<file path="config.mk">
export PLATFORM = sky130hd
export DESIGN_NAME = qubit_pair_scheduler_flat
export DESIGN_NICKNAME = d
export VERILOG_FILES = /design/src/rtl/qubit_pair_scheduler_if.sv /design/src/rtl/qubit_pair_scheduler.sv /design/src/flat_wrapper.sv
export SDC_FILE = /design/constraint.sdc
export NUM_CORES = 1
export LEC_CHECK = 0
export BUFFER_PORTS_ARGS = -buffer_cell sky130_fd_sc_hd__buf_2
export CAP_MARGIN = 25
export CORE_ASPECT_RATIO = 0.75
export CORE_MARGIN = 1
export CORE_UTILIZATION = 52
export CTS_CLUSTER_DIAMETER = 30
export DETAILED_ROUTE_END_ITERATION = 6
export PLACE_DENSITY = 0.82
export RECOVER_POWER = 100
export SLEW_MARGIN = 25
export SYNTH_ARGS = -nofsm -noshare
export SYNTH_HDL_FRONTEND = slang
export SYNTH_SLANG_ARGS = --single-unit
</file>
<file path="constraint.sdc">
create_clock -name clk -period 1.95 [get_ports clk]
set_input_delay 0.195 -clock clk [delete_from_list [all_inputs] [get_ports clk]]
set_output_delay 0.195 -clock clk [all_outputs]
set_load 0.01 [all_outputs]
</file>
<file path="src/rtl/qubit_pair_scheduler_if.sv">
// Control handshake plus amplitude-RAM strobe/address bundle for qubit_pair_scheduler.
// The err pulse exists only when QPS_TARGET_CHECK_EN is defined.
interface qubit_pair_scheduler_if #(
  parameter int AW = 3,
  parameter int TW = 2
);
  logic          start;
  logic [TW-1:0] target;
  logic          busy;
  logic          done;
`ifdef QPS_TARGET_CHECK_EN
  logic          err;
`endif
  logic          rd_en;
  logic [AW-1:0] rd_addr0;
  logic [AW-1:0] rd_addr1;
  logic          wr_en;
  logic [AW-1:0] wr_addr0;
  logic [AW-1:0] wr_addr1;

  // master is the scheduler; slave is the QFT control plus the RAM/gate side
`ifdef QPS_TARGET_CHECK_EN
  modport master (
    input  start, target,
    output busy, done, err,
    output rd_en, rd_addr0, rd_addr1,
    output wr_en, wr_addr0, wr_addr1
  );
  modport slave (
    output start, target,
    input  busy, done, err,
    input  rd_en, rd_addr0, rd_addr1,
    input  wr_en, wr_addr0, wr_addr1
  );
`else
  modport master (
    input  start, target,
    output busy, done,
    output rd_en, rd_addr0, rd_addr1,
    output wr_en, wr_addr0, wr_addr1
  );
  modport slave (
    output start, target,
    input  busy, done,
    input  rd_en, rd_addr0, rd_addr1,
    input  wr_en, wr_addr0, wr_addr1
  );
`endif
endinterface

</file>
<file path="src/rtl/qubit_pair_scheduler.sv">
// Walks every amplitude pair (i, i | 1<<t) once per pass: reads both, writes gate results back L cycles later.
// Optional feature macro QPS_TARGET_CHECK_EN: reject out-of-range targets with an err pulse instead of wrapping.
module qubit_pair_scheduler #(
  parameter int N_QUBITS = 3,
  parameter int MEM_LAT  = 1,
  parameter int GATE_LAT = 1,
  parameter int AW       = N_QUBITS,
  parameter int TW       = (N_QUBITS > 1) ? $clog2(N_QUBITS) : 1
) (
  input logic                    clk,
  input logic                    rst_n,
  qubit_pair_scheduler_if.master bus
);
  localparam int L = MEM_LAT + GATE_LAT;
  localparam logic [AW-1:0] NUM_PAIRS = AW'(1 << (N_QUBITS - 1));
  // Every write-delay stage except the output one
  localparam logic [L-1:0] UPPER_MASK = ~(L'(1) << (L - 1));

  typedef enum logic [1:0] {
    S_IDLE,
    S_ISSUE,
    S_DRAIN
  } state_t;

  state_t        state_q, state_d;
  logic [TW-1:0] target_q, target_d;
  logic [AW-1:0] p_q, p_d;
  logic          busy_q, busy_d;
  logic          done_q, done_d;
  logic          rd_en_q, rd_en_d;
  logic [AW-1:0] rd_addr0_q, rd_addr0_d;
  logic [AW-1:0] rd_addr1_q, rd_addr1_d;

  logic [L-1:0]         dl_valid_q, dl_valid_d;
  logic [L-1:0][AW-1:0] dl_addr0_q, dl_addr0_d;
  logic [L-1:0][AW-1:0] dl_addr1_q, dl_addr1_d;

  logic          target_ok;
  logic [TW-1:0] t_in;
  logic          issue;
  logic [AW-1:0] issue_p;
  logic [TW-1:0] issue_t;
  logic [AW-1:0] issue_idx0;
  logic          drain_pending;

`ifdef QPS_TARGET_CHECK_EN
  logic err_q, err_d;
  assign target_ok = (32'(bus.target) < N_QUBITS);
  assign t_in      = bus.target;
`else
  assign target_ok = 1'b1;
  assign t_in      = TW'(32'(bus.target) % N_QUBITS);
`endif

  // Insert a 0 bit at position t of the pair counter
  function automatic logic [AW-1:0] pair_idx0(input logic [AW-1:0] p, input logic [TW-1:0] t);
    logic [AW-1:0] low_mask;
    low_mask = (AW'(1) << t) - AW'(1);
    return ((p & ~low_mask) << 1) | (p & low_mask);
  endfunction

  assign drain_pending = rd_en_q | (|(dl_valid_q & UPPER_MASK));
  assign issue_idx0    = pair_idx0(issue_p, issue_t);

  always_comb begin
    state_d    = state_q;
    target_d   = target_q;
    p_d        = p_q;
    busy_d     = busy_q;
    done_d     = 1'b0;
    issue      = 1'b0;
    issue_p    = p_q;
    issue_t    = target_q;
`ifdef QPS_TARGET_CHECK_EN
    err_d      = 1'b0;
`endif
    case (state_q)
      S_IDLE: begin
        if (bus.start && target_ok) begin
          target_d = t_in;
          issue    = 1'b1;
          issue_p  = '0;
          issue_t  = t_in;
          p_d      = AW'(1);
          busy_d   = 1'b1;
          state_d  = S_ISSUE;
        end
`ifdef QPS_TARGET_CHECK_EN
        err_d = bus.start && !target_ok;
`endif
      end
      S_ISSUE: begin
        if (p_q == NUM_PAIRS) begin
          state_d = S_DRAIN;
        end else begin
          issue = 1'b1;
          p_d   = p_q + AW'(1);
        end
      end
      S_DRAIN: begin
        // Finish once the last write-back is on the bus this cycle
        if (!drain_pending) begin
          done_d  = 1'b1;
          busy_d  = 1'b0;
          state_d = S_IDLE;
        end
      end
      default: state_d = S_IDLE;
    endcase

    rd_en_d    = issue;
    rd_addr0_d = issue ? issue_idx0 : '0;
    rd_addr1_d = issue ? (issue_idx0 | (AW'(1) << issue_t)) : '0;
  end

  assign dl_valid_d[0] = rd_en_q;
  assign dl_addr0_d[0] = rd_addr0_q;
  assign dl_addr1_d[0] = rd_addr1_q;

  for (genvar gi = 1; gi < L; gi++) begin : g_delay
    assign dl_valid_d[gi] = dl_valid_q[gi-1];
    assign dl_addr0_d[gi] = dl_addr0_q[gi-1];
    assign dl_addr1_d[gi] = dl_addr1_q[gi-1];
  end

  always_ff @(posedge clk or negedge rst_n) begin
    if (!rst_n) begin
      state_q    <= S_IDLE;
      target_q   <= '0;
      p_q        <= '0;
      busy_q     <= 1'b0;
      done_q     <= 1'b0;
      rd_en_q    <= 1'b0;
      rd_addr0_q <= '0;
      rd_addr1_q <= '0;
      dl_valid_q <= '0;
      dl_addr0_q <= '0;
      dl_addr1_q <= '0;
`ifdef QPS_TARGET_CHECK_EN
      err_q      <= 1'b0;
`endif
    end else begin
      state_q    <= state_d;
      target_q   <= target_d;
      p_q        <= p_d;
      busy_q     <= busy_d;
      done_q     <= done_d;
      rd_en_q    <= rd_en_d;
      rd_addr0_q <= rd_addr0_d;
      rd_addr1_q <= rd_addr1_d;
      dl_valid_q <= dl_valid_d;
      dl_addr0_q <= dl_addr0_d;
      dl_addr1_q <= dl_addr1_d;
`ifdef QPS_TARGET_CHECK_EN
      err_q      <= err_d;
`endif
    end
  end

  assign bus.busy     = busy_q;
  assign bus.done     = done_q;
  assign bus.rd_en    = rd_en_q;
  assign bus.rd_addr0 = rd_addr0_q;
  assign bus.rd_addr1 = rd_addr1_q;
  assign bus.wr_en    = dl_valid_q[L-1];
  assign bus.wr_addr0 = dl_addr0_q[L-1];
  assign bus.wr_addr1 = dl_addr1_q[L-1];
`ifdef QPS_TARGET_CHECK_EN
  assign bus.err      = err_q;
`endif

endmodule
</file>
<file path="src/flat_wrapper.sv">
// flat-port wrapper written by rule: the top's interface ports become plain ports
module qubit_pair_scheduler_flat 
#(
  parameter int N_QUBITS = 3,
  parameter int MEM_LAT  = 1,
  parameter int GATE_LAT = 1,
  parameter int AW       = N_QUBITS,
  parameter int TW       = (N_QUBITS > 1) ? $clog2(N_QUBITS) : 1
)
  (clk, rst_n, bus_start, bus_target, bus_busy, bus_done, bus_rd_en, bus_rd_addr0, bus_rd_addr1, bus_wr_en, bus_wr_addr0, bus_wr_addr1);
  qubit_pair_scheduler_if #(.AW(AW), .TW(TW)) bus_i ();
  input logic clk;
  input logic rst_n;
  input wire logic [$bits(bus_i.start)-1:0] bus_start;
  input wire logic [$bits(bus_i.target)-1:0] bus_target;
  output wire logic [$bits(bus_i.busy)-1:0] bus_busy;
  output wire logic [$bits(bus_i.done)-1:0] bus_done;
  output wire logic [$bits(bus_i.rd_en)-1:0] bus_rd_en;
  output wire logic [$bits(bus_i.rd_addr0)-1:0] bus_rd_addr0;
  output wire logic [$bits(bus_i.rd_addr1)-1:0] bus_rd_addr1;
  output wire logic [$bits(bus_i.wr_en)-1:0] bus_wr_en;
  output wire logic [$bits(bus_i.wr_addr0)-1:0] bus_wr_addr0;
  output wire logic [$bits(bus_i.wr_addr1)-1:0] bus_wr_addr1;
  assign bus_i.start = bus_start;
  assign bus_i.target = bus_target;
  assign bus_busy = bus_i.busy;
  assign bus_done = bus_i.done;
  assign bus_rd_en = bus_i.rd_en;
  assign bus_rd_addr0 = bus_i.rd_addr0;
  assign bus_rd_addr1 = bus_i.rd_addr1;
  assign bus_wr_en = bus_i.wr_en;
  assign bus_wr_addr0 = bus_i.wr_addr0;
  assign bus_wr_addr1 = bus_i.wr_addr1;
  qubit_pair_scheduler #(.N_QUBITS(N_QUBITS), .MEM_LAT(MEM_LAT), .GATE_LAT(GATE_LAT), .AW(AW), .TW(TW)) u_core (.clk(clk), .rst_n(rst_n), .bus(bus_i));
endmodule
</file>
# Yosys cells after proc, flatten, opt, wreduce, memory -nomap -nowiden
# Cells that the tools add are included.
# word_totals
reg_bits	30
output_inout_bits	16
elab_cells	57
romBits	0
mem_count	0
ram_bits	0
input_bits	5
latchBits	0
# classes
n_div	1
order_cmp	0
n_eq_ne	7
add_sub_neg	2
n_mul	0
bitwise_logic	6
shifts	1
reduce_logical	6
n_mux	21
# op_table
cell	n
2-bit by 2-bit remainder unit with 32-bit output (second input constant)	1
3-bit two-way mux	6
2-bit two-way mux	5
3-bit AND reduction	3
1-bit two-way mux	6
2-bit != test (second input constant)	3
3-bit bitwise OR	2
2-bit one-hot mux with 3 select lines	1
3-bit one-hot mux with 2 select lines	1
1-bit one-hot mux with 2 select lines	2
2-bit nonzero test	2
3-bit by 1-bit adder with 3-bit output (second input constant)	1
3-bit bitwise AND	1
3-bit == test (second input constant)	1
1-bit by 2-bit << shifter with 3-bit output (first input constant)	1
3-bit by 2-bit subtractor with 3-bit output (second input constant)	1
2-bit bitwise AND	1
2-bit by 1-bit == test with 1-bit output (second input constant)	1
2-bit == test (second input constant)	1
2-bit logical NOT	1
2-bit by 1-bit != test with 1-bit output (second input constant)	1
2-bit NOT	1
1-bit bitwise OR	1

# Logic depth before layout (Yosys ltp)
# Gate-level depths: netlist of the first run.
# logic_depth
depth_word	10
depth_mapped	7
ltp_nobuf	7

# Least setup slack after synthesis of the first run
# OpenSTA, ideal clock, no wires.
# synth_timing
path_kind	reg-to-reg
startpoint	register u_core.p_q[0]
endpoint	register u_core.rd_addr1_q[1] (netlist: u_core.bus.rd_addr1[1])
t_required_ns	1.876
stages_incl_launch_ff	7
arrival_time_ns	1.511
path_buffers	0
slack_ns	0.365
setup_time_ns	0.074
synth_period_minus_slack_ns	1.585
path_cell_list	dfrtp_1 inv_1 ha_1 and3_1 or3_4 mux2_2 o21ai_2
# synth_between
elab_chain_cells	6
elab_cells_between_ends	9
cone_classes	eq/ne (1); mux (5); bitwise (3)
# synth_rtl
item	line_no	source
start: declaration	qubit_pair_scheduler.sv:27	logic [AW-1:0] p_q, p_d;
start signal: assignment	qubit_pair_scheduler.sv:145	p_q <= p_d;
3-bit two-way mux	qubit_pair_scheduler.sv:79	if (bus.start && target_ok) begin
3-bit two-way mux	qubit_pair_scheduler.sv:77	case (state_q)
2-bit bitwise AND	qubit_pair_scheduler.sv:59	return ((p & ~low_mask) << 1) | (p & low_mask);
3-bit bitwise OR	qubit_pair_scheduler.sv:59	
3-bit bitwise OR	qubit_pair_scheduler.sv:113	rd_addr1_d = issue ? (issue_idx0 | (AW'(1) << issue_t)) : '0;
3-bit two-way mux *	qubit_pair_scheduler.sv:113	
via u_core.rd_addr1_d[1]	qubit_pair_scheduler.sv:32	logic [AW-1:0] rd_addr1_q, rd_addr1_d;
end signal: assignment	qubit_pair_scheduler.sv:150	rd_addr1_q <= rd_addr1_d;
end: declaration	qubit_pair_scheduler.sv:32	
# The timed path passes the listed nets; every way through them passes the cells marked *.
# A chain may end at the register's enable or synchronous reset.

# Worst setup path after layout of the first run
# layout_timing
startpoint	register u_core.p_q[1]
endpoint	register u_core.rd_addr1_q[1] (netlist: u_core.bus.rd_addr1[1])
# layout_between
elab_chain_cells	6
elab_cells_between_ends	9
cone_classes	eq/ne (1); mux (5); bitwise (3)
# layout_rtl
item	line_no
3-bit two-way mux	qubit_pair_scheduler.sv:79
3-bit two-way mux	qubit_pair_scheduler.sv:77
3-bit bitwise AND	qubit_pair_scheduler.sv:59
3-bit bitwise OR	qubit_pair_scheduler.sv:59
3-bit bitwise OR	qubit_pair_scheduler.sv:113
3-bit two-way mux *	qubit_pair_scheduler.sv:113
via u_core.rd_addr1_d[1]	qubit_pair_scheduler.sv:32
# Marks and branches as above.

==> results of run 1 <==
power by group through the flow:
| stage | clock [mW] | sequential, mW | combinational (mW) |
|---|---|---|---|
| 6_report | 0.390 | 1.01 | 0.636 |
| 5_1_grt | 0.429 | 1.05 | 0.726 |
| 4_1_cts | 0.399 | 1.01 | 0.681 |
| 3_5_place_dp | 0 | 1.02 | 0.673 |
| 3_3_place_gp | 0 | 1.00 | 0.650 |
| 2_1_floorplan | 0 | 1.03 | 0.472 |
cells by family after synthesis:
kind of cell	Yosys count	synth area share, %
muxes	3	2.98
buffers and inverters	12	6.20
AOI/OAI and AO/OA	11	6.43
DFF	30	68.9
and+or+nand+nor	24	13.2
adders and majority gates	2	2.30
layer usage:
metal,vias to the layer above,GRT usage [%]
met5,-,0
met4,0,7.69
met3,6,9.89
met2,20,30.4
met1,318,25.9
li1,315,-
repair_timing:
action | 4_1_cts | 5_1_grt
hold buffers | 1 | 0
setup buffers | 0 | 0
hold endpoints to repair | 30 | 0
flip-flops by register name, summed over array words and instances, names as in the netlist:
signal               flops
u_core.bus.rd_addr1      3
u_core.dl_addr1_d        3
u_core.state_q           2
u_core.dl_valid_q        2
u_core.p_q               3
u_core.bus.wr_addr0      3
u_core.bus.rd_en         1
u_core.bus.busy          1
u_core.bus.rd_addr0      3
u_core.dl_addr0_d        3
u_core.target_q          2
u_core.bus.wr_addr1      3
u_core.bus.done          1
area by class of cell:
| type | instances | area (um^2) |
|---|---|---|
| clock buffer | 6 | 51.3 |
| clock inverter | 2 | 12.5 |
| fill | 152 | 628 |
| timing repair buffer | 21 | 90.1 |
| multi-input combinational | 40 | 272 |
| inverter | 6 | 22.5 |
| sequential | 30 | 751 |
| tap | 22 | 27.5 |
cells in the mapped netlist:
master / instances / area (um^2)
dfrtp_1: 30 / 751
buf_4: 6 / 45.0
inv_1: 6 / 22.5
nor2_1: 5 / 18.8
nand3_1: 4 / 20.0
nor2b_1: 3 / 18.8
a21oi_1: 2 / 10.0
ha_1: 2 / 25.0
mux2_2: 2 / 22.5
nand2_1: 2 / 7.51
o21ai_1: 2 / 10.0
o22ai_1: 2 / 12.5
a21boi_0: 1 / 7.51
a2bb2oi_1: 1 / 8.76
and2b_2: 1 / 8.76
and3_1: 1 / 6.26
mux2i_1: 1 / 10.0
nand2b_1: 1 / 6.26
nand4_1: 1 / 6.26
nand4b_1: 1 / 8.76
nor3_1: 1 / 5.00
nor3b_2: 1 / 12.5
o21a_1: 1 / 7.51
o21ai_0: 1 / 5.00
o21ai_2: 1 / 8.76
or2_1: 1 / 6.26
or2b_1: 1 / 7.51
or3_4: 1 / 11.3
how the worst max path moves through the flow:
stage	start	end	slack, ns	depth (start not counted)
floorplan	u_core.p_q[0]	u_core.bus.rd_addr1[1]	0.36	6
global route	u_core.state_q[1]	u_core.bus.rd_addr0[1]	0.08	5
finish	u_core.p_q[1]	u_core.bus.rd_addr1[1]	0.20	6
global placement	u_core.p_q[1]	u_core.bus.rd_addr1[1]	0.27	6
CTS	u_core.p_q[1]	u_core.bus.rd_addr1[1]	0.19	6
detailed placement	u_core.p_q[1]	u_core.bus.rd_addr1[1]	0.22	6
worst reg2reg max path, delay by kind of cell, from the launching register on:
family	cells	cell delay [ns]
AO/OA/AOI/OAI	1	0.11
adder cells (fa/ha/maj)	1	0.23
buffers and inverters	1	0.09
flip-flops	1	0.39
multiplexers	1	0.28
AND/OR/NAND/NOR	2	0.58
through the flow:
step,power [mW],hold slack [ns],cell area (um^2)
2_1_floorplan,1.50,-0.101,1090
3_3_place_gp,1.65,0.245,1170
3_5_place_dp,1.69,0.252,1170
4_1_cts,2.09,0.224,1250
5_1_grt,2.21,0.227,1230
6_report,2.03,0.224,1230
==> impl_metrics.env, run 1 <==
export IMPL_final_common_cell="dfrtp_1"
export IMPL_grt_ovfl_total=0
export IMPL_diodes=0
export IMPL_syn_nets=89
export IMPL_drc=0
export IMPL_route_layer_met1_wl_um=785
export IMPL_crit_chain="inv_1 -> ha_1 -> and3_1 -> or3_4 -> mux2_2 -> o21ai_2"
export IMPL_first_pass_iters=4
export IMPL_worst_slew_pin_slew_ns=0.705
export IMPL_critPathTopFamily="simple AND/OR/NAND/NOR gates"
export IMPL_worst_hold_path_type="primary input to register"
export IMPL_end_kind="register"
export IMPL_cap_violations=0
export IMPL_cts_buffers=5
export IMPL_fin_cells=127
export IMPL_synthesis_instances=82
export IMPL_tritoncts="built"
export IMPL_fp_dieArea_um2=2280
export IMPL_syn_cell_area_um2=1090
export IMPL_layout_drive_gt1_share_pct=16.2
export IMPL_required_ns=2.21
export IMPL_via_per_inst=5.19
export IMPL_intPower_mw=1.30
export IMPL_setup_ws_ns=0.196
export IMPL_fmax_mhz=570
export IMPL_area_growth_pct=12.5
export IMPL_r2r_start="u_core.p_q[1]"
export IMPL_finalHoldViolations=0
export IMPL_avgSynthCellArea_um2=13.3
export IMPL_switching_share_pct=36.3
export IMPL_io_pins=21
export IMPL_reg2regPathDepth=6
export IMPL_r2r_end="u_core.bus.rd_addr1[1]"
export IMPL_cpMaxStageDelayCell="or3_4"
export IMPL_finClkSkew_ns=0.00740
export IMPL_grt_pass1_vias=689
export IMPL_finalSetupViolCount=0
export IMPL_ant_nets=0
export IMPL_slew_headroom_pct=53.0
export IMPL_critPathMaxFanout=6
export IMPL_cts_sinks=30
export IMPL_routedWlPerCell_um=14.4
export IMPL_hpwl_um=1250
export IMPL_p_per_area_nw_per_um2=1660
export IMPL_grt_max_degree=31
export IMPL_synth_cell_types=28
export IMPL_route_vias_total=659
export IMPL_report_final_slew_viol_count=0
export IMPL_fp_dieH_um=41.6
export IMPL_port_buffers=20
export IMPL_r2r_slack_ns=0.20
export IMPL_routed_wirelength_um=1840
export IMPL_cts_path_max_buffers=2
export IMPL_post_cts_resized=0
export IMPL_chipWidth_um=54.9
export IMPL_pwr_share_clk_pct=19.1
export IMPL_final_cell_mix="30 x dfrtp_1, 16 x clkbuf_1, 6 x inv_1"
export IMPL_switchingPower_mw=0.738
export IMPL_antenna_found_initial=0
export IMPL_yosysWarnings=0
export IMPL_peakVddDrop_uv=958
export IMPL_clk_latency_ns=0.33
export IMPL_layout_min_cycle_time_ns=1.75
export IMPL_crit_path_max_incr_delay_ns=0.40
export IMPL_status="finished, final reports clean"
export IMPL_power_frac_comb_pct=31.3
export IMPL_synth_seq_area_share_pct=68.9
export IMPL_fin_crit_sh_pct=90.0
export IMPL_p_leak_nw=0.577
export IMPL_routed_wl_met3_um=125
export IMPL_finalNetCount=111
export IMPL_track_usage_pct=20.6
export IMPL_gp_congestion=0.773
export IMPL_setup_tns_final_ns=0
export IMPL_routed_wl_met2_um=891
export IMPL_coreArea_um2=1850
export IMPL_htreeDepth=2
export IMPL_crit_buf_inv=1
export IMPL_dp_cells=118
export IMPL_drtIter0Drc=10
export IMPL_clk_pin_slew_worst_paths_ns=0.09
export IMPL_row_count=13
export IMPL_grt_pass1_wl_um=3150
export IMPL_hold_path_endpoint="u_core.bus.busy"
export IMPL_dr_max_layer_used="met4"
export IMPL_ys_ff_latch=30
export IMPL_power_frac_seq_pct=49.6
export IMPL_pre_cts_ws_ns=0.220
export IMPL_cts_root_buf="clkbuf_4"
export IMPL_whs_path_depth=3
export IMPL_min_from="bus_start"
export IMPL_crit_type="register to register"
export IMPL_fin_util_pct=66.1
export IMPL_worstPathArrival_ns=2.01
export IMPL_rsz0062_at_grt="no"
export IMPL_cp_start_kind="register"
export IMPL_initial_core_util_pct=58.8
Note: power is estimated with default switching activity, not from simulation.
==> run 2: changes to the inputs <==
--- a/config.mk
+++ b/config.mk
@@ -7,12 +7,11 @@
 export LEC_CHECK = 0
 export BUFFER_PORTS_ARGS = -buffer_cell sky130_fd_sc_hd__buf_2
 export CAP_MARGIN = 25
-export CORE_ASPECT_RATIO = 0.75
 export CORE_MARGIN = 1
-export CORE_UTILIZATION = 52
+export CORE_UTILIZATION = 47
 export CTS_CLUSTER_DIAMETER = 30
 export DETAILED_ROUTE_END_ITERATION = 6
-export PLACE_DENSITY = 0.82
+export PLACE_DENSITY = 0.78
 export RECOVER_POWER = 100
 export SLEW_MARGIN = 25
 export SYNTH_ARGS = -nofsm -noshare
==> constraint.sdc (replaced) <==
create_clock -name clk -period 1.5 [get_ports clk]
set_input_delay 0.15 -clock clk [delete_from_list [all_inputs] [get_ports clk]]
set_output_delay 0.15 -clock clk [all_outputs]
set_load 0.01 [all_outputs]
==> impl_metrics.env, run 2 (synthesized netlist as in run 1, its figures left out) <==
export IMPL_drc=0
export IMPL_final_common_cell="dfrtp_1"
export IMPL_gp_congestion=0.798
export IMPL_worst_slew_pin_slew_ns=0.705
export IMPL_tritoncts="built"
export IMPL_track_usage_pct=18.3
export IMPL_end_kind="register"
export IMPL_drtIter0Drc=5
export IMPL_switchingPower_mw=1.07
export IMPL_finalNetCount=127
export IMPL_row_count=17
export IMPL_coreArea_um2=2190
export IMPL_via_per_inst=4.78
export IMPL_status="finished with violations"
export IMPL_routed_wirelength_um=1910
export IMPL_peakVddDrop_uv=1180
export IMPL_power_frac_seq_pct=40.9
export IMPL_violations="setup timing"
export IMPL_chipWidth_um=50.2
export IMPL_pwr_share_clk_pct=15.7
export IMPL_antenna_found_initial=0
export IMPL_grt_pass1_wl_um=3040
export IMPL_first_pass_iters=4
export IMPL_p_per_area_nw_per_um2=2240
export IMPL_initial_core_util_pct=49.7
export IMPL_required_ns=1.76
export IMPL_routedWlPerCell_um=12.8
export IMPL_grt_ovfl_total=0
export IMPL_cts_root_buf="clkbuf_4"
export IMPL_reg2regPathDepth=6
export IMPL_finalInstanceArea_um2=1400
export IMPL_grt_pass1_vias=688
export IMPL_intPower_mw=2.05
export IMPL_p_leak_nw=0.659
export IMPL_crit_type="register to register"
export IMPL_final_cell_mix="30 x dfrtp_1, 18 x clkbuf_1, 14 x buf_4"
export IMPL_whs_path_depth=3
export IMPL_cp_start_kind="register"
export IMPL_cts_sinks=30
export IMPL_clk_latency_ns=0.33
export IMPL_clk_pin_slew_worst_paths_ns=0.09
export IMPL_layout_min_cycle_time_ns=1.58
export IMPL_cts_path_max_buffers=2
export IMPL_ant_nets=0
export IMPL_fmax_mhz=634
export IMPL_r2r_start="u_core.p_q[0]"
export IMPL_cts_buffers=5
export IMPL_setup_ws_ns=-0.0769
export IMPL_pre_cts_ws_ns=-0.114
export IMPL_switching_share_pct=34.3
export IMPL_diodes=0
export IMPL_slew_headroom_pct=53.0
export IMPL_dp_cells=136
export IMPL_fp_dieArea_um2=2520
export IMPL_worst_hold_path_type="primary input to register"
export IMPL_routed_wl_met3_um=114
export IMPL_finClkSkew_ns=0.00420
export IMPL_grt_max_degree=31
export IMPL_io_pins=21
export IMPL_rsz0062_at_grt="yes"
export IMPL_hpwl_um=1290
export IMPL_area_growth_pct=28.4
export IMPL_route_layer_met1_wl_um=812
export IMPL_cap_violations=0
export IMPL_finalHoldViolations=0
export IMPL_setup_tns_final_ns=-0.200
export IMPL_fin_crit_sh_pct=105
export IMPL_route_vias_total=712
export IMPL_htreeDepth=2
export IMPL_dr_max_layer_used="met4"
export IMPL_hold_path_endpoint="u_core.bus.busy"
export IMPL_fp_dieH_um=50.2
export IMPL_min_from="bus_start"
export IMPL_critPathMaxFanout=3
export IMPL_port_buffers=20
export IMPL_report_final_slew_viol_count=0
export IMPL_layout_drive_gt1_share_pct=33.9
export IMPL_r2r_end="u_core.bus.rd_addr1[1]"
export IMPL_worstPathArrival_ns=1.84
export IMPL_r2r_slack_ns=-0.08
export IMPL_routed_wl_met2_um=907
export IMPL_placed_area_um2=1280
export IMPL_finalSetupViolCount=4
export IMPL_fin_cells=149
export IMPL_power_frac_comb_pct=43.4
## run 2: cell count changes in the layout (fill, tap and decap cells not counted), sizes merged
| cell | previous run | this run |
|---|---|---|
| buf | 3 | 18 |
| clkbuf | 23 | 25 |
| clkinvlp | 1 | 0 |
## run 2: worst max-delay path by stage
stage | slack [ns] | from | depth (start not counted) | to
after floorplan | -0.04 | u_core.state_q[0] | 4 | u_core.bus.rd_addr0[0]
after global placement | -0.02 | u_core.state_q[1] | 5 | u_core.bus.rd_addr0[0]
after detailed placement | -0.11 | u_core.state_q[0] | 5 | u_core.bus.rd_addr0[0]
after CTS | -0.08 | u_core.p_q[0] | 6 | u_core.bus.rd_addr1[1]
after global routing | -0.13 | u_core.state_q[1] | 5 | u_core.bus.rd_addr0[0]
final | -0.08 | u_core.p_q[0] | 6 | u_core.bus.rd_addr1[1]
## run 2: final cells by class
class | instances | area [um^2]
Clock inverter | 1 | 5.00
Timing Repair Buffer | 37 | 210
Tap cell | 28 | 35.0
Inverter | 6 | 22.5
Fill cell | 175 | 792
Sequential cell | 30 | 751
Multi-Input combinational cell | 40 | 320
Clock buffer | 7 | 55.1
## run 2: worst max-delay path, cell delays in order (launching register included)
cell     delay [ns]
dfrtp_1        0.38
inv_2          0.07
ha_4           0.16
and3_4         0.16
or3_4          0.35
mux2_2         0.28
o21ai_2        0.12
## run 2: stage by stage
stage                     utilization [%]  hold WS (ns)  power [mW]
after CTS                            63.2         0.125        3.06
after floorplan                         -        -0.146        1.96
after global placement               58.3         0.199        2.39
final                                63.8         0.136        3.13
after detailed placement             58.3         0.205        2.45
after global routing                 63.8         0.144        3.35
## run 2: metal layers
metal  vias up  track usage [%]
li1        344                -
met1       341             20.8
met3         8             6.97
met4         0             18.6
met5         -                0
met2        19             25.3
## run 2: timing repair
action	CTS	global route
pin swaps	0	2
hold buffers	1	0
endpoints found under the setup margin	8	8
endpoints found under the hold margin	30	0
setup buffers	3	1
resized for setup	6	8
## run 2: power by group through the flow
stage	Clock (mW)	Sequential (mW)	Combinational (mW)
6_report	0.491	1.28	1.36
5_1_grt	0.540	1.32	1.50
4_1_cts	0.512	1.27	1.28
3_5_place_dp	0	1.28	1.17
3_3_place_gp	0	1.26	1.13
2_1_floorplan	0	1.34	0.626
==> run 3: changes to the inputs <==
--- a/config.mk
+++ b/config.mk
@@ -7,13 +7,13 @@
 export LEC_CHECK = 0
 export BUFFER_PORTS_ARGS = -buffer_cell sky130_fd_sc_hd__buf_2
 export CAP_MARGIN = 25
-export CORE_MARGIN = 1
-export CORE_UTILIZATION = 47
+export CORE_MARGIN = 8
+export CORE_UTILIZATION = 55
 export CTS_CLUSTER_DIAMETER = 30
 export DETAILED_ROUTE_END_ITERATION = 6
-export PLACE_DENSITY = 0.78
+export PLACE_DENSITY = 0.85
 export RECOVER_POWER = 100
-export SLEW_MARGIN = 25
+export SLEW_MARGIN = 20
 export SYNTH_ARGS = -nofsm -noshare
 export SYNTH_HDL_FRONTEND = slang
 export SYNTH_SLANG_ARGS = --single-unit
==> constraint.sdc (replaced) <==
create_clock -name clk -period 2 [get_ports clk]
set_input_delay 0.2 -clock clk [delete_from_list [all_inputs] [get_ports clk]]
set_output_delay 0.2 -clock clk [all_outputs]
set_load 0.01 [all_outputs]
==> impl_metrics.env, run 3 (synthesized netlist as in run 1, its figures left out) <==
export IMPL_hpwl_um=1250
export IMPL_grt_max_degree=31
export IMPL_cts_path_max_buffers=2
export IMPL_tritoncts="built"
export IMPL_cts_buffers=5
export IMPL_hold_slack_ns=0.216
export IMPL_clk_pin_slew_worst_paths_ns=0.08
export IMPL_first_pass_iters=4
export IMPL_slew_headroom_pct=53.4
export IMPL_finClkSkew_ns=0.00498
export IMPL_finalNetCount=111
export IMPL_layout_drive_gt1_share_pct=14.6
export IMPL_cts_setup_buffers=0
export IMPL_row_count=16
export IMPL_cts_hold_buf=1
export IMPL_worst_hold_path_type="primary input to register"
export IMPL_min_from="bus_start"
export IMPL_r2r_start="u_core.p_q[0]"
export IMPL_track_usage_pct=11.0
export IMPL_route_vias_total=630
export IMPL_final_cell_mix="30 x dfrtp_1, 16 x clkbuf_1, 6 x inv_1"
export IMPL_required_ns=2.25
export IMPL_p_per_area_nw_per_um2=1570
export IMPL_reg2regPathDepth=6
export IMPL_dr_max_layer_used="met4"
export IMPL_routed_wl_met3_um=179
export IMPL_drc=0
export IMPL_p_leak_nw=0.572
export IMPL_cp_start_kind="register"
export IMPL_switching_share_pct=34.8
export IMPL_port_buffers=20
export IMPL_crit_type="register to register"
export IMPL_cap_violations=0
export IMPL_worst_slew_pin_slew_ns=0.699
export IMPL_rsz0062_at_grt="no"
export IMPL_finalSetupViolCount=0
export IMPL_fmax_mhz=566
export IMPL_hold_path_endpoint="u_core.bus.busy"
export IMPL_antenna_found_initial=0
export IMPL_diodes=0
export IMPL_routed_wl_met2_um=759
export IMPL_layout_min_cycle_time_ns=1.77
export IMPL_fin_crit_sh_pct=88.3
export IMPL_initial_core_util_pct=56.7
export IMPL_finalHoldViolations=0
export IMPL_chipWidth_um=60.5
export IMPL_route_layer_met1_wl_um=748
export IMPL_coreArea_um2=1920
export IMPL_power_frac_comb_pct=30.9
export IMPL_status="finished, final reports clean"
export IMPL_routed_wirelength_um=1710
export IMPL_htreeDepth=2
export IMPL_routedWlPerCell_um=13.1
export IMPL_post_cts_resized=0
export IMPL_whs_path_depth=3
export IMPL_grt_pass1_wl_um=2870
export IMPL_r2r_end="u_core.bus.rd_addr1[1]"
export IMPL_worstPathArrival_ns=2.02
export IMPL_clk_latency_ns=0.31
export IMPL_pwr_share_clk_pct=17.5
export IMPL_critPathMaxFanout=6
export IMPL_end_kind="register"
export IMPL_ant_nets=0
export IMPL_peakVddDrop_uv=842
export IMPL_switchingPower_mw=0.664
export IMPL_report_final_slew_viol_count=0
export IMPL_grt_pass1_vias=650
export IMPL_fp_dieH_um=60.5
export IMPL_r2r_slack_ns=0.23
export IMPL_cts_root_buf="clkbuf_4"
export IMPL_cts_sinks=30
export IMPL_gp_congestion=0.835
export IMPL_grt_ovfl_total=0
export IMPL_area_growth_pct=11.5
export IMPL_intPower_mw=1.24
export IMPL_n_fill_cell=161
export IMPL_setup_tns_final_ns=0
export IMPL_io_pins=21
export IMPL_power_mw=1.91
export IMPL_via_per_inst=4.85
export IMPL_power_frac_seq_pct=51.6
export IMPL_fp_dieArea_um2=3660
export IMPL_drtIter0Drc=21
export IMPL_final_common_cell="dfrtp_1"
[run 3: cell count changes in the layout (fill, tap and decap cells not counted), moves of 2 or more]
cell      before  now
inv_1          4    6
inv_2          2    0
o21ai_1        3    0
o21ai_0        0    3
buf_4         14    0
clkbuf_1      18   16
[run 3: layout make-up]
| class | count | area, um^2 | share of cell area (%) |
|---|---|---|---|
| multi-input combinational | 40 | 267 | 21.9 |
| clock buffer | 6 | 51.3 | 4.22 |
| tap | 27 | 33.8 | 2.78 |
| inverter | 6 | 22.5 | 1.85 |
| timing repair buffer | 21 | 90.1 | 7.42 |
| sequential | 30 | 751 | 61.8 |
[run 3: power groups by stage]
stage / Combinational [mW] / Sequential, mW / Clock (mW)
after floorplan: 0.460 / 1.00 / 0
after global placement: 0.641 / 0.976 / 0
after detailed placement: 0.650 / 0.989 / 0
after CTS: 0.655 / 0.980 / 0.350
after global routing: 0.665 / 1.01 / 0.381
final: 0.589 / 0.982 / 0.334
[run 3: how the worst max path moves through the flow]
stage,slack (ns),cells past startpoint,to,startpoint
floorplan,0.41,6,u_core.bus.rd_addr1[1],u_core.p_q[0]
global placement,0.31,6,u_core.bus.rd_addr1[1],u_core.p_q[1]
detailed placement,0.29,6,u_core.bus.rd_addr1[1],u_core.p_q[1]
CTS,0.28,6,u_core.bus.rd_addr1[1],u_core.p_q[1]
global route,0.11,6,u_core.bus.rd_addr1[1],u_core.p_q[1]
finish,0.23,6,u_core.bus.rd_addr1[1],u_core.p_q[0]
[run 3: metrics by stage]
stage	cell area [um^2]	cells	util [%]	setup WS, ns
final	1210	130	63.2	0.233
after global routing	1210	130	63.2	0.112
after CTS	1240	130	64.5	0.275
after detailed placement	1180	123	61.3	0.292
after global placement	1180	123	61.3	0.308
after floorplan	1090	82	-	0.415
[run 3: routing by layer]
metal / vias to the layer above / track usage [%]
li1: 311 / -
met1: 292 / 12.5
met2: 25 / 15.7
met3: 2 / 8.05
met4: 0 / 3.99
met5: - / 0
[run 3: critical path, cell delays in order (launching register included)]
cell and delay (ns):
dfrtp_1 0.38, inv_1 0.07, ha_1 0.24, and3_1 0.17
or3_1 0.44, mux2_2 0.30, o21ai_2 0.10
